### config.mk
export PLATFORM = sky130hd
export DESIGN_NAME = wb_writeback_queue_flat
export DESIGN_NICKNAME = d
export VERILOG_FILES = /design/src/rtl/wb_writeback_queue_if.sv /design/src/rtl/wb_writeback_queue.sv /design/src/flat_wrapper.sv
export SDC_FILE = /design/constraint.sdc
export NUM_CORES = 1
export LEC_CHECK = 0
export ABC_AREA = 1
export CAP_MARGIN = 20
export CORE_MARGIN = 10
export CORE_UTILIZATION = 49
export DETAILED_ROUTE_END_ITERATION = 10
export PLACE_DENSITY = 0.79
export REMOVE_ABC_BUFFERS = 1
export SLEW_MARGIN = 25
export SYNTH_ARGS = -nofsm -noshare
export SYNTH_HDL_FRONTEND = slang
export SYNTH_SLANG_ARGS = --single-unit
### constraint.sdc
create_clock -name clk -period 4.1 [get_ports clk]
set_input_delay 0.82 -clock clk [delete_from_list [all_inputs] [get_ports clk]]
set_output_delay 0.82 -clock clk [all_outputs]
set_load 0.02 [all_outputs]
### src/rtl/wb_writeback_queue_if.sv
// Bundle for the write-back queue: producer handshakes (MEM, ALU), the
// register-file write port, forwarding lookups and occupancy.
// master = EX/MEM/decode side, slave = the queue itself.
interface wb_writeback_queue_if #(
    parameter int DATA_W = 32,
    parameter int ADDR_W = 5,
    parameter int DEPTH  = 4
);
    localparam int CNT_W = $clog2(DEPTH) + 1;

    logic              mem_valid;
    logic              mem_ready;
    logic [ADDR_W-1:0] mem_addr;
    logic [DATA_W-1:0] mem_data;

    logic              alu_valid;
    logic              alu_ready;
    logic [ADDR_W-1:0] alu_addr;
    logic [DATA_W-1:0] alu_data;

    logic              w_enable;
    logic [ADDR_W-1:0] wd_addr;
    logic [DATA_W-1:0] wd_data;

    logic [ADDR_W-1:0] fw_rs_addr;
    logic [ADDR_W-1:0] fw_rt_addr;
    logic              fw_rs_hit;
    logic              fw_rt_hit;
    logic [DATA_W-1:0] fw_rs_data;
    logic [DATA_W-1:0] fw_rt_data;

    logic [CNT_W-1:0]  pending_cnt;

    modport master (
        output mem_valid, mem_addr, mem_data,
        output alu_valid, alu_addr, alu_data,
        output fw_rs_addr, fw_rt_addr,
        input  mem_ready, alu_ready,
        input  w_enable, wd_addr, wd_data,
        input  fw_rs_hit, fw_rt_hit, fw_rs_data, fw_rt_data,
        input  pending_cnt
    );

    modport slave (
        input  mem_valid, mem_addr, mem_data,
        input  alu_valid, alu_addr, alu_data,
        input  fw_rs_addr, fw_rt_addr,
        output mem_ready, alu_ready,
        output w_enable, wd_addr, wd_data,
        output fw_rs_hit, fw_rt_hit, fw_rs_data, fw_rt_data,
        output pending_cnt
    );
endinterface

### src/rtl/wb_writeback_queue.sv
// In-order write-back queue in front of the register file write port.
// MEM has fixed priority over ALU; results for $zero are swallowed.
// The head is written (and popped) every cycle the queue is non-empty.
// Optional macro WB_FORWARD_EN builds the youngest-match forwarding lookup;
// without it the forwarding outputs are tied to 0.
module wb_writeback_queue #(
    parameter int DATA_W = 32,
    parameter int ADDR_W = 5,
    parameter int DEPTH  = 4
) (
    input logic               clk,
    input logic               rst_n,
    wb_writeback_queue_if.slave bus
);
    localparam int PTR_W = $clog2(DEPTH);
    localparam int CNT_W = PTR_W + 1;

    logic [PTR_W-1:0]  wr_ptr, rd_ptr;
    logic [CNT_W-1:0]  count;
    logic [ADDR_W-1:0] addr_q [DEPTH];
    logic [DATA_W-1:0] data_q [DEPTH];

    logic              not_full, mem_fire, alu_fire, push, pop;
    logic [ADDR_W-1:0] push_addr;
    logic [DATA_W-1:0] push_data;

    assign not_full      = count < CNT_W'(DEPTH);
    assign bus.mem_ready = not_full;
    assign bus.alu_ready = not_full && !bus.mem_valid;

    assign mem_fire  = bus.mem_valid && not_full;
    assign alu_fire  = bus.alu_valid && bus.alu_ready;
    assign push_addr = mem_fire ? bus.mem_addr : bus.alu_addr;
    assign push_data = mem_fire ? bus.mem_data : bus.alu_data;
    // A completed handshake to register 0 is consumed without enqueueing.
    assign push      = (mem_fire || alu_fire) && (push_addr != '0);
    assign pop       = count != '0;

    // Pointer and occupancy bookkeeping; reset discards all entries.
    always_ff @(posedge clk or negedge rst_n) begin
        if (!rst_n) begin
            wr_ptr <= '0;
            rd_ptr <= '0;
            count  <= '0;
        end else begin
            if (push) wr_ptr <= wr_ptr + 1'b1;
            if (pop)  rd_ptr <= rd_ptr + 1'b1;
            if (push && !pop)      count <= count + 1'b1;
            else if (!push && pop) count <= count - 1'b1;
        end
    end

    // Entry storage needs no reset: validity comes from count/rd_ptr.
    always_ff @(posedge clk) begin
        if (push) begin
            addr_q[wr_ptr] <= push_addr;
            data_q[wr_ptr] <= push_data;
        end
    end

    assign bus.w_enable    = pop;
    assign bus.wd_addr     = pop ? addr_q[rd_ptr] : '0;
    assign bus.wd_data     = pop ? data_q[rd_ptr] : '0;
    assign bus.pending_cnt = count;

`ifdef WB_FORWARD_EN
    // Walk oldest to youngest so the last match (youngest) wins.
    always_comb begin
        logic [PTR_W-1:0] idx;
        bus.fw_rs_hit  = 1'b0;
        bus.fw_rs_data = '0;
        bus.fw_rt_hit  = 1'b0;
        bus.fw_rt_data = '0;
        idx            = '0;
        for (int k = 0; k < DEPTH; k++) begin
            idx = rd_ptr + PTR_W'(k);
            if (CNT_W'(k) < count) begin
                if (bus.fw_rs_addr != '0 && addr_q[idx] == bus.fw_rs_addr) begin
                    bus.fw_rs_hit  = 1'b1;
                    bus.fw_rs_data = data_q[idx];
                end
                if (bus.fw_rt_addr != '0 && addr_q[idx] == bus.fw_rt_addr) begin
                    bus.fw_rt_hit  = 1'b1;
                    bus.fw_rt_data = data_q[idx];
                end
            end
        end
    end
`else
    logic unused_fw;
    assign unused_fw      = ^{bus.fw_rs_addr, bus.fw_rt_addr};
    assign bus.fw_rs_hit  = 1'b0;
    assign bus.fw_rt_hit  = 1'b0;
    assign bus.fw_rs_data = '0;
    assign bus.fw_rt_data = '0;
`endif
endmodule

### src/flat_wrapper.sv
// flat-port wrapper written by rule: the top's interface ports become plain ports
module wb_writeback_queue_flat 
#(
    parameter int DATA_W = 32,
    parameter int ADDR_W = 5,
    parameter int DEPTH  = 4
)
  (clk, rst_n, bus_mem_valid, bus_mem_addr, bus_mem_data, bus_alu_valid, bus_alu_addr, bus_alu_data, bus_fw_rs_addr, bus_fw_rt_addr, bus_mem_ready, bus_alu_ready, bus_w_enable, bus_wd_addr, bus_wd_data, bus_fw_rs_hit, bus_fw_rt_hit, bus_fw_rs_data, bus_fw_rt_data, bus_pending_cnt);
  wb_writeback_queue_if #(.DATA_W(DATA_W), .ADDR_W(ADDR_W), .DEPTH(DEPTH)) bus_i ();
  input logic clk;
  input logic rst_n;
  input wire logic [$bits(bus_i.mem_valid)-1:0] bus_mem_valid;
  input wire logic [$bits(bus_i.mem_addr)-1:0] bus_mem_addr;
  input wire logic [$bits(bus_i.mem_data)-1:0] bus_mem_data;
  input wire logic [$bits(bus_i.alu_valid)-1:0] bus_alu_valid;
  input wire logic [$bits(bus_i.alu_addr)-1:0] bus_alu_addr;
  input wire logic [$bits(bus_i.alu_data)-1:0] bus_alu_data;
  input wire logic [$bits(bus_i.fw_rs_addr)-1:0] bus_fw_rs_addr;
  input wire logic [$bits(bus_i.fw_rt_addr)-1:0] bus_fw_rt_addr;
  output wire logic [$bits(bus_i.mem_ready)-1:0] bus_mem_ready;
  output wire logic [$bits(bus_i.alu_ready)-1:0] bus_alu_ready;
  output wire logic [$bits(bus_i.w_enable)-1:0] bus_w_enable;
  output wire logic [$bits(bus_i.wd_addr)-1:0] bus_wd_addr;
  output wire logic [$bits(bus_i.wd_data)-1:0] bus_wd_data;
  output wire logic [$bits(bus_i.fw_rs_hit)-1:0] bus_fw_rs_hit;
  output wire logic [$bits(bus_i.fw_rt_hit)-1:0] bus_fw_rt_hit;
  output wire logic [$bits(bus_i.fw_rs_data)-1:0] bus_fw_rs_data;
  output wire logic [$bits(bus_i.fw_rt_data)-1:0] bus_fw_rt_data;
  output wire logic [$bits(bus_i.pending_cnt)-1:0] bus_pending_cnt;
  assign bus_i.mem_valid = bus_mem_valid;
  assign bus_i.mem_addr = bus_mem_addr;
  assign bus_i.mem_data = bus_mem_data;
  assign bus_i.alu_valid = bus_alu_valid;
  assign bus_i.alu_addr = bus_alu_addr;
  assign bus_i.alu_data = bus_alu_data;
  assign bus_i.fw_rs_addr = bus_fw_rs_addr;
  assign bus_i.fw_rt_addr = bus_fw_rt_addr;
  assign bus_mem_ready = bus_i.mem_ready;
  assign bus_alu_ready = bus_i.alu_ready;
  assign bus_w_enable = bus_i.w_enable;
  assign bus_wd_addr = bus_i.wd_addr;
  assign bus_wd_data = bus_i.wd_data;
  assign bus_fw_rs_hit = bus_i.fw_rs_hit;
  assign bus_fw_rt_hit = bus_i.fw_rt_hit;
  assign bus_fw_rs_data = bus_i.fw_rs_data;
  assign bus_fw_rt_data = bus_i.fw_rt_data;
  assign bus_pending_cnt = bus_i.pending_cnt;
  wb_writeback_queue #(.DATA_W(DATA_W), .ADDR_W(ADDR_W), .DEPTH(DEPTH)) u_core (.clk(clk), .rst_n(rst_n), .bus(bus_i));
endmodule
**Word level (Yosys, flattened, before mapping)**

Memories as Yosys holds them, arrays and structs flattened.
Cells that the tools add are included.

- Flip-flop bits (word level): 7
- Memory bits (writable): 148
- Bits of input ports: 88
- Output and inout bits: 109
- Word-level logic and storage cells: 31
- Memories: 2

- $add $sub $neg: 4
- Magnitude comparators: 1
- Multiplexer cells: 8
- Reductions and logical operators: 13

Memories:

| name | depth | bits a word | rd ports | clocked after memory_dff | write ports | RTL line | RTL |
|---|---|---|---|---|---|---|---|
| u_core.data_q | 4 | 32 | 1 | 0 | 1 | wb_writeback_queue.sv:21 | `logic [DATA_W-1:0] data_q [DEPTH];` |
| u_core.addr_q | 4 | 5 | 1 | 0 | 1 | wb_writeback_queue.sv:20 | `logic [ADDR_W-1:0] addr_q [DEPTH];` |

Operator list:

| cell | number |
|---|---|
| $mux W32 | 2 |
| $mux W5 | 2 |
| $logic_and A1 B1 Y1 | 6 |
| $mux W3 | 2 |
| $reduce_bool A5 Y1 | 1 |
| $add A2 B1 Y2 const B | 2 |
| $add A3 B1 Y3 const B | 1 |
| $logic_not A1 Y1 | 3 |
| $lt A3 B3 Y1 const B | 1 |
| $reduce_bool A3 Y1 | 1 |
| $sub A3 B1 Y3 const B | 1 |
| $mux W1 | 2 |
| $reduce_bool A2 Y1 | 1 |
| $logic_or A1 B1 Y1 | 1 |

**Depth between registers and ports, before layout**

- Word-level depth: 9
- Depth in mapped cells: 13

**Worst setup path before layout**

Ideal clock, no wire load.

- Path kind: input to register
- Start point: input port bus_mem_valid
- End point: memory u_core.addr_q[0][0], enable pin
- Library setup time: 0.431 ns
- Data arrival time: 2.965 ns
- Required time: 3.669 ns
- Setup slack: 0.704 ns
- Stages on the path: 7
- Buffers on the path: 1
- Cells stage by stage: buf_4 -> nand2_2 -> nand2_1 -> nand2_1 -> nand3_1 -> o21bai_4 -> nor2_1

- Cells in the longest elaborated chain, start to end: 7
- Elaborated cells on any way between the ends: 10

RTL lines:

| what | RTL line | RTL |
|---|---|---|
| start: declaration | flat_wrapper.sv:12 | `input wire logic [$bits(bus_i.mem_valid)-1:0] bus_mem_valid;` |
| branches (longest 4 deep; another with $mux W5) | n/a |  |
| $logic_and A1 B1 Y1 (*) | wb_writeback_queue.sv:36 | `assign push = (mem_fire \|\| alu_fire) && (push_addr != '0);` |
| $mux W1 (*) | wb_writeback_queue.sv:55 | `if (push) begin` |
| $mux W1 (not written as such) (*) | wb_writeback_queue.sv:56 | `addr_q[wr_ptr] <= push_addr;` |
| end: declaration | wb_writeback_queue.sv:20 |  |

Mark *: on every way between the ends.

**Final worst setup path**

- Start point: register u_core.rd_ptr[0]
- End point: output port bus_wd_data[4]

- Cells in the longest elaborated chain, start to end: 2

RTL lines:

| what | RTL line | RTL |
|---|---|---|
| start: declaration | wb_writeback_queue.sv:18 | `logic [PTR_W-1:0] wr_ptr, rd_ptr;` |
| start signal: assignment | wb_writeback_queue.sv:47 | `if (pop) rd_ptr <= rd_ptr + 1'b1;` |
| $mem_v2 Z4 W32 | n/a |  |
| $mux W32 | wb_writeback_queue.sv:63 | `assign bus.wd_data = pop ? data_q[rd_ptr] : '0;` |
| end: declaration | flat_wrapper.sv:24 | `output wire logic [$bits(bus_i.wd_data)-1:0] bus_wd_data;` |

No other way between the ends.

==> metrics.md <==
| Metric | Value |
|---|---|
| Syn Area/Cell | 10.25 sq um |
| Final RePlAce weighted congestion | 0.7600 |
| Clk pin slew, worst setup/hold paths | 60 ps |
| Cell Count, Final, Fillers Out | 1,012 |
| Via count | 4,988 |
| Reg-to-reg critical path startpoint | u_core.bus.pending_cnt[2] |
| Die Ht | 141.0 um |
| Placed cell count | 981 |
| Vias per std cell | 4.929 |
| Post-DP HPWL | 10.68 mm |
| First-pass GRT wire length | 25.88 mm |
| Layout Skew | 6.049 ps |
| Crit. End Element | primary output |
| Hold Crit Depth | 1 |
| CP max stage cell | buf_4 |
| RSZ-0062 raised after global routing | false |
| Final worst-path cycle share | 0.8487 |
| Max-slew headroom | 0.4542 |
| Most frequent CP cell | nor2_1 |
| Worst Path Required | 3280 ps |
| CTS tree | done |
| Largest cells by area after synthesis | edfxtp_1 (62%), nor2_1 (8.4%), buf_4 (7.1%), nand2_1 (6.3%), o21ai_1 (3.7%) |
| Lkg Pwr | 3.446 nW |
| Htree depth | 4 |
| Post-synth top area cell | edfxtp_1 |
| Wirelength per Cell | 16.33 um |
| Hold WC Path Type | reg2reg |
| Final setup fails | 0 |
| Inserted Clock Buffers | 17 |
| Fillers | 1,150 |
| Peak supply drop | 0.5374 mV |
| Seq cells post-synth | 155 |
| Critical Setup Path Class | reg2out |
| Worst R2R Path Depth | 11 |
| GRT overflow | 0 |
| Dpl ws | 650.2 ps |
| Vias in the first global route | 5,009 |
| R2R setup slack | 1460 ps |
| Die W | 141.0 um |
| Fraction of layout cells with a size suffix above 1 | 0.07126 |
| Final min period | 3480 ps |
| Worst slew pin tran | 818.6 ps |
| Detailed Route Iter0 Violations | 315 |
| Crit-path cells | buf_4, nor2_1, nor2_1, o21ai_0, a21oi_1, clkdlybuf4s50_1 |
| Synth Warn # | 0 |
| Clock Sinks | 155 |
| Register area | 4622 sq um |
| Mapped Cells | 700 |
| Initial core utilization | 0.4977 |
| RR Endpoint | u_core.bus.pending_cnt[2] |
| Final wirelength | 16.53 mm |
| Core Box Area | 14,420 sq um |
| Sequential element share of the synthesized area | 0.6435 |
| Critical Path Start Type | flop |
| Footprint of the multi-input gates | 2101 sq um |
| Top cell type's share of synthesized area | 0.6191 |
| Hold Crit Start | u_core.bus.pending_cnt[1] |
| Worst path arrival time | 2660 ps |
| Antenna Cells | 0 |
| Largest net degree at the start of global routing | 76 |
| Final-report hold violation count | 0 |
| Drt first pass iters | 5 |
| Layout Utilization | 0.6231 |
| Num rows | 44 |
| CTS root buf | clkbuf_16 |
| Nets | 909 |
| DRC | 0 |
| I/O pin cnt | 197 |
| Clock tree buffer depth | 2 |
| Initial antenna violation count | 0 |
| Number of gates resized after cts | 0 |
| Routed Antenna Nets | 0 |
| Die area | 19,890 sq um |
| Hold Path Sink | u_core.bus.pending_cnt[1] |
| Status | finished clean |
| PortBufs | 120 |
| Synthesized area | 7178 sq um |
| Synth-to-Final Area Change | 25.20% |
| CP peak stage delay | 640 ps |
| Max-cap viol count | 0 |
| PD cells | 799.5 nW/um^2 |
| # hold bufs at CTS | 0 |
| Total track usage | 0.1621 |
| Setup_tns | 0 ps |
| Hold slack | 496.8 ps |
| Highest Clock Rate | 287.4 MHz |
| Max-slew violations | 0 |
| Final worst slack | 620.3 ps |
| # Post-CTS Setup Buffers | 0 |
| Clk Latency, worst-skew pair | 410 ps |
| Yosys cell types | 22 |
| Crit-path max FO | 75 |
-- cells in the mapped netlist --
| master | number |
|---|---|
| o21ai_0 | 26 |
| nand2_2 | 1 |
| o21bai_4 | 1 |
| inv_2 | 7 |
| nor2_1 | 160 |
| xor2_1 | 2 |
| conb_1 | 1 |
| inv_1 | 17 |
| edfxtp_1 | 148 |
| buf_1 | 7 |
| xnor2_1 | 2 |
| nand3_1 | 8 |
| clkinv_1 | 1 |
| buf_4 | 68 |
| nand2_1 | 120 |
| dfrtp_1 | 7 |
| ha_1 | 5 |
| o21ai_1 | 53 |
| nor2_2 | 1 |
| buf_2 | 13 |
| clkbuf_1 | 13 |
| a21oi_1 | 39 |
-- cells by family after synthesis --
kind of cell	after synthesis	synth area share
AND/OR/NAND/NOR	290	0.1537
other	1	0.0005224
buffers and inverters	126	0.1037
AO/OA/AOI/OAI	119	0.08489
XOR/XNOR	4	0.004881
adder cells (fa/ha/maj)	5	0.008715
flip-flops	155	0.6435
-- worst max-delay path, delay by kind of cell (launching register included) --
family | cells | cell delay [ps]
simple gates | 2 | 260
buf+inv | 2 | 1270
flops | 1 | 360
compound gates | 2 | 330
-- power by group --
part | switching (mW) | internal, mW
sequential | 0.129 | 2.24
clock | 0.577 | 1.01
combinational | 2.02 | 1.21
total | 2.72 | 4.46
-- layer usage --
metal	vias up	wire length, um	global-route usage
li1	2437	-	-
met1	2355	6664	0.1837
met2	180	8443	0.2828
met3	16	1257	0.05576
met4	0	160	0.04620
met5	-	0	0
-- registers in the layout, summed over array words and instances (netlist names) --
name / flops
u_core.data_q: 128
u_core.addr_q: 20
u_core.bus.pending_cnt: 3
u_core.rd_ptr: 2
u_core.wr_ptr: 2
-- area by class of cell --
class,instances,area share
Multi-Input combinational cell,484,0.2337
Clock inverter,13,0.01949
Inverter,25,0.01044
Sequential cell,155,0.5143
Tap cell,184,0.02562
Timing Repair Buffer,133,0.1487
Clock buffer,18,0.04775
-- placed cells by master (no fill, tap or decap), drive strengths merged --
cell type,synthesis,layout
xnor2,2,2
conb,1,66
edfxtp,148,148
clkinv,1,6
ha,5,5
nor2,161,161
xor2,2,2
clkdlybuf4s50,0,120
a21oi,39,39
o21ai,79,79
clkinvlp,0,3
inv,24,25
nand3,8,8
buf,88,13
o21bai,1,1
clkbuf,13,18
dfrtp,7,7
bufinv,0,4
nand2,121,121
-- through the flow --
step | power, mW | instance area [sq um]
global placement | 5.592 | 8383
global route | 7.608 | 8987
CTS | 7.252 | 8987
floorplan | 4.187 | 6771
detailed placement | 5.650 | 8383
finish | 7.185 | 8987
-- worst max path at each step --
stage | from | to | cells after the start
2_1_floorplan | bus_mem_valid | u_core.addr_q[0][0] | 6
3_3_place_gp | bus_mem_valid | u_core.bus.pending_cnt[2] | 12
3_5_place_dp | bus_mem_valid | u_core.bus.pending_cnt[2] | 12
4_1_cts | u_core.rd_ptr[0] | bus_wd_addr[3] | 6
5_1_grt | u_core.rd_ptr[0] | bus_wd_data[5] | 6
6_report | u_core.rd_ptr[0] | bus_wd_data[4] | 6
Power figures use the tool's default switching activity.
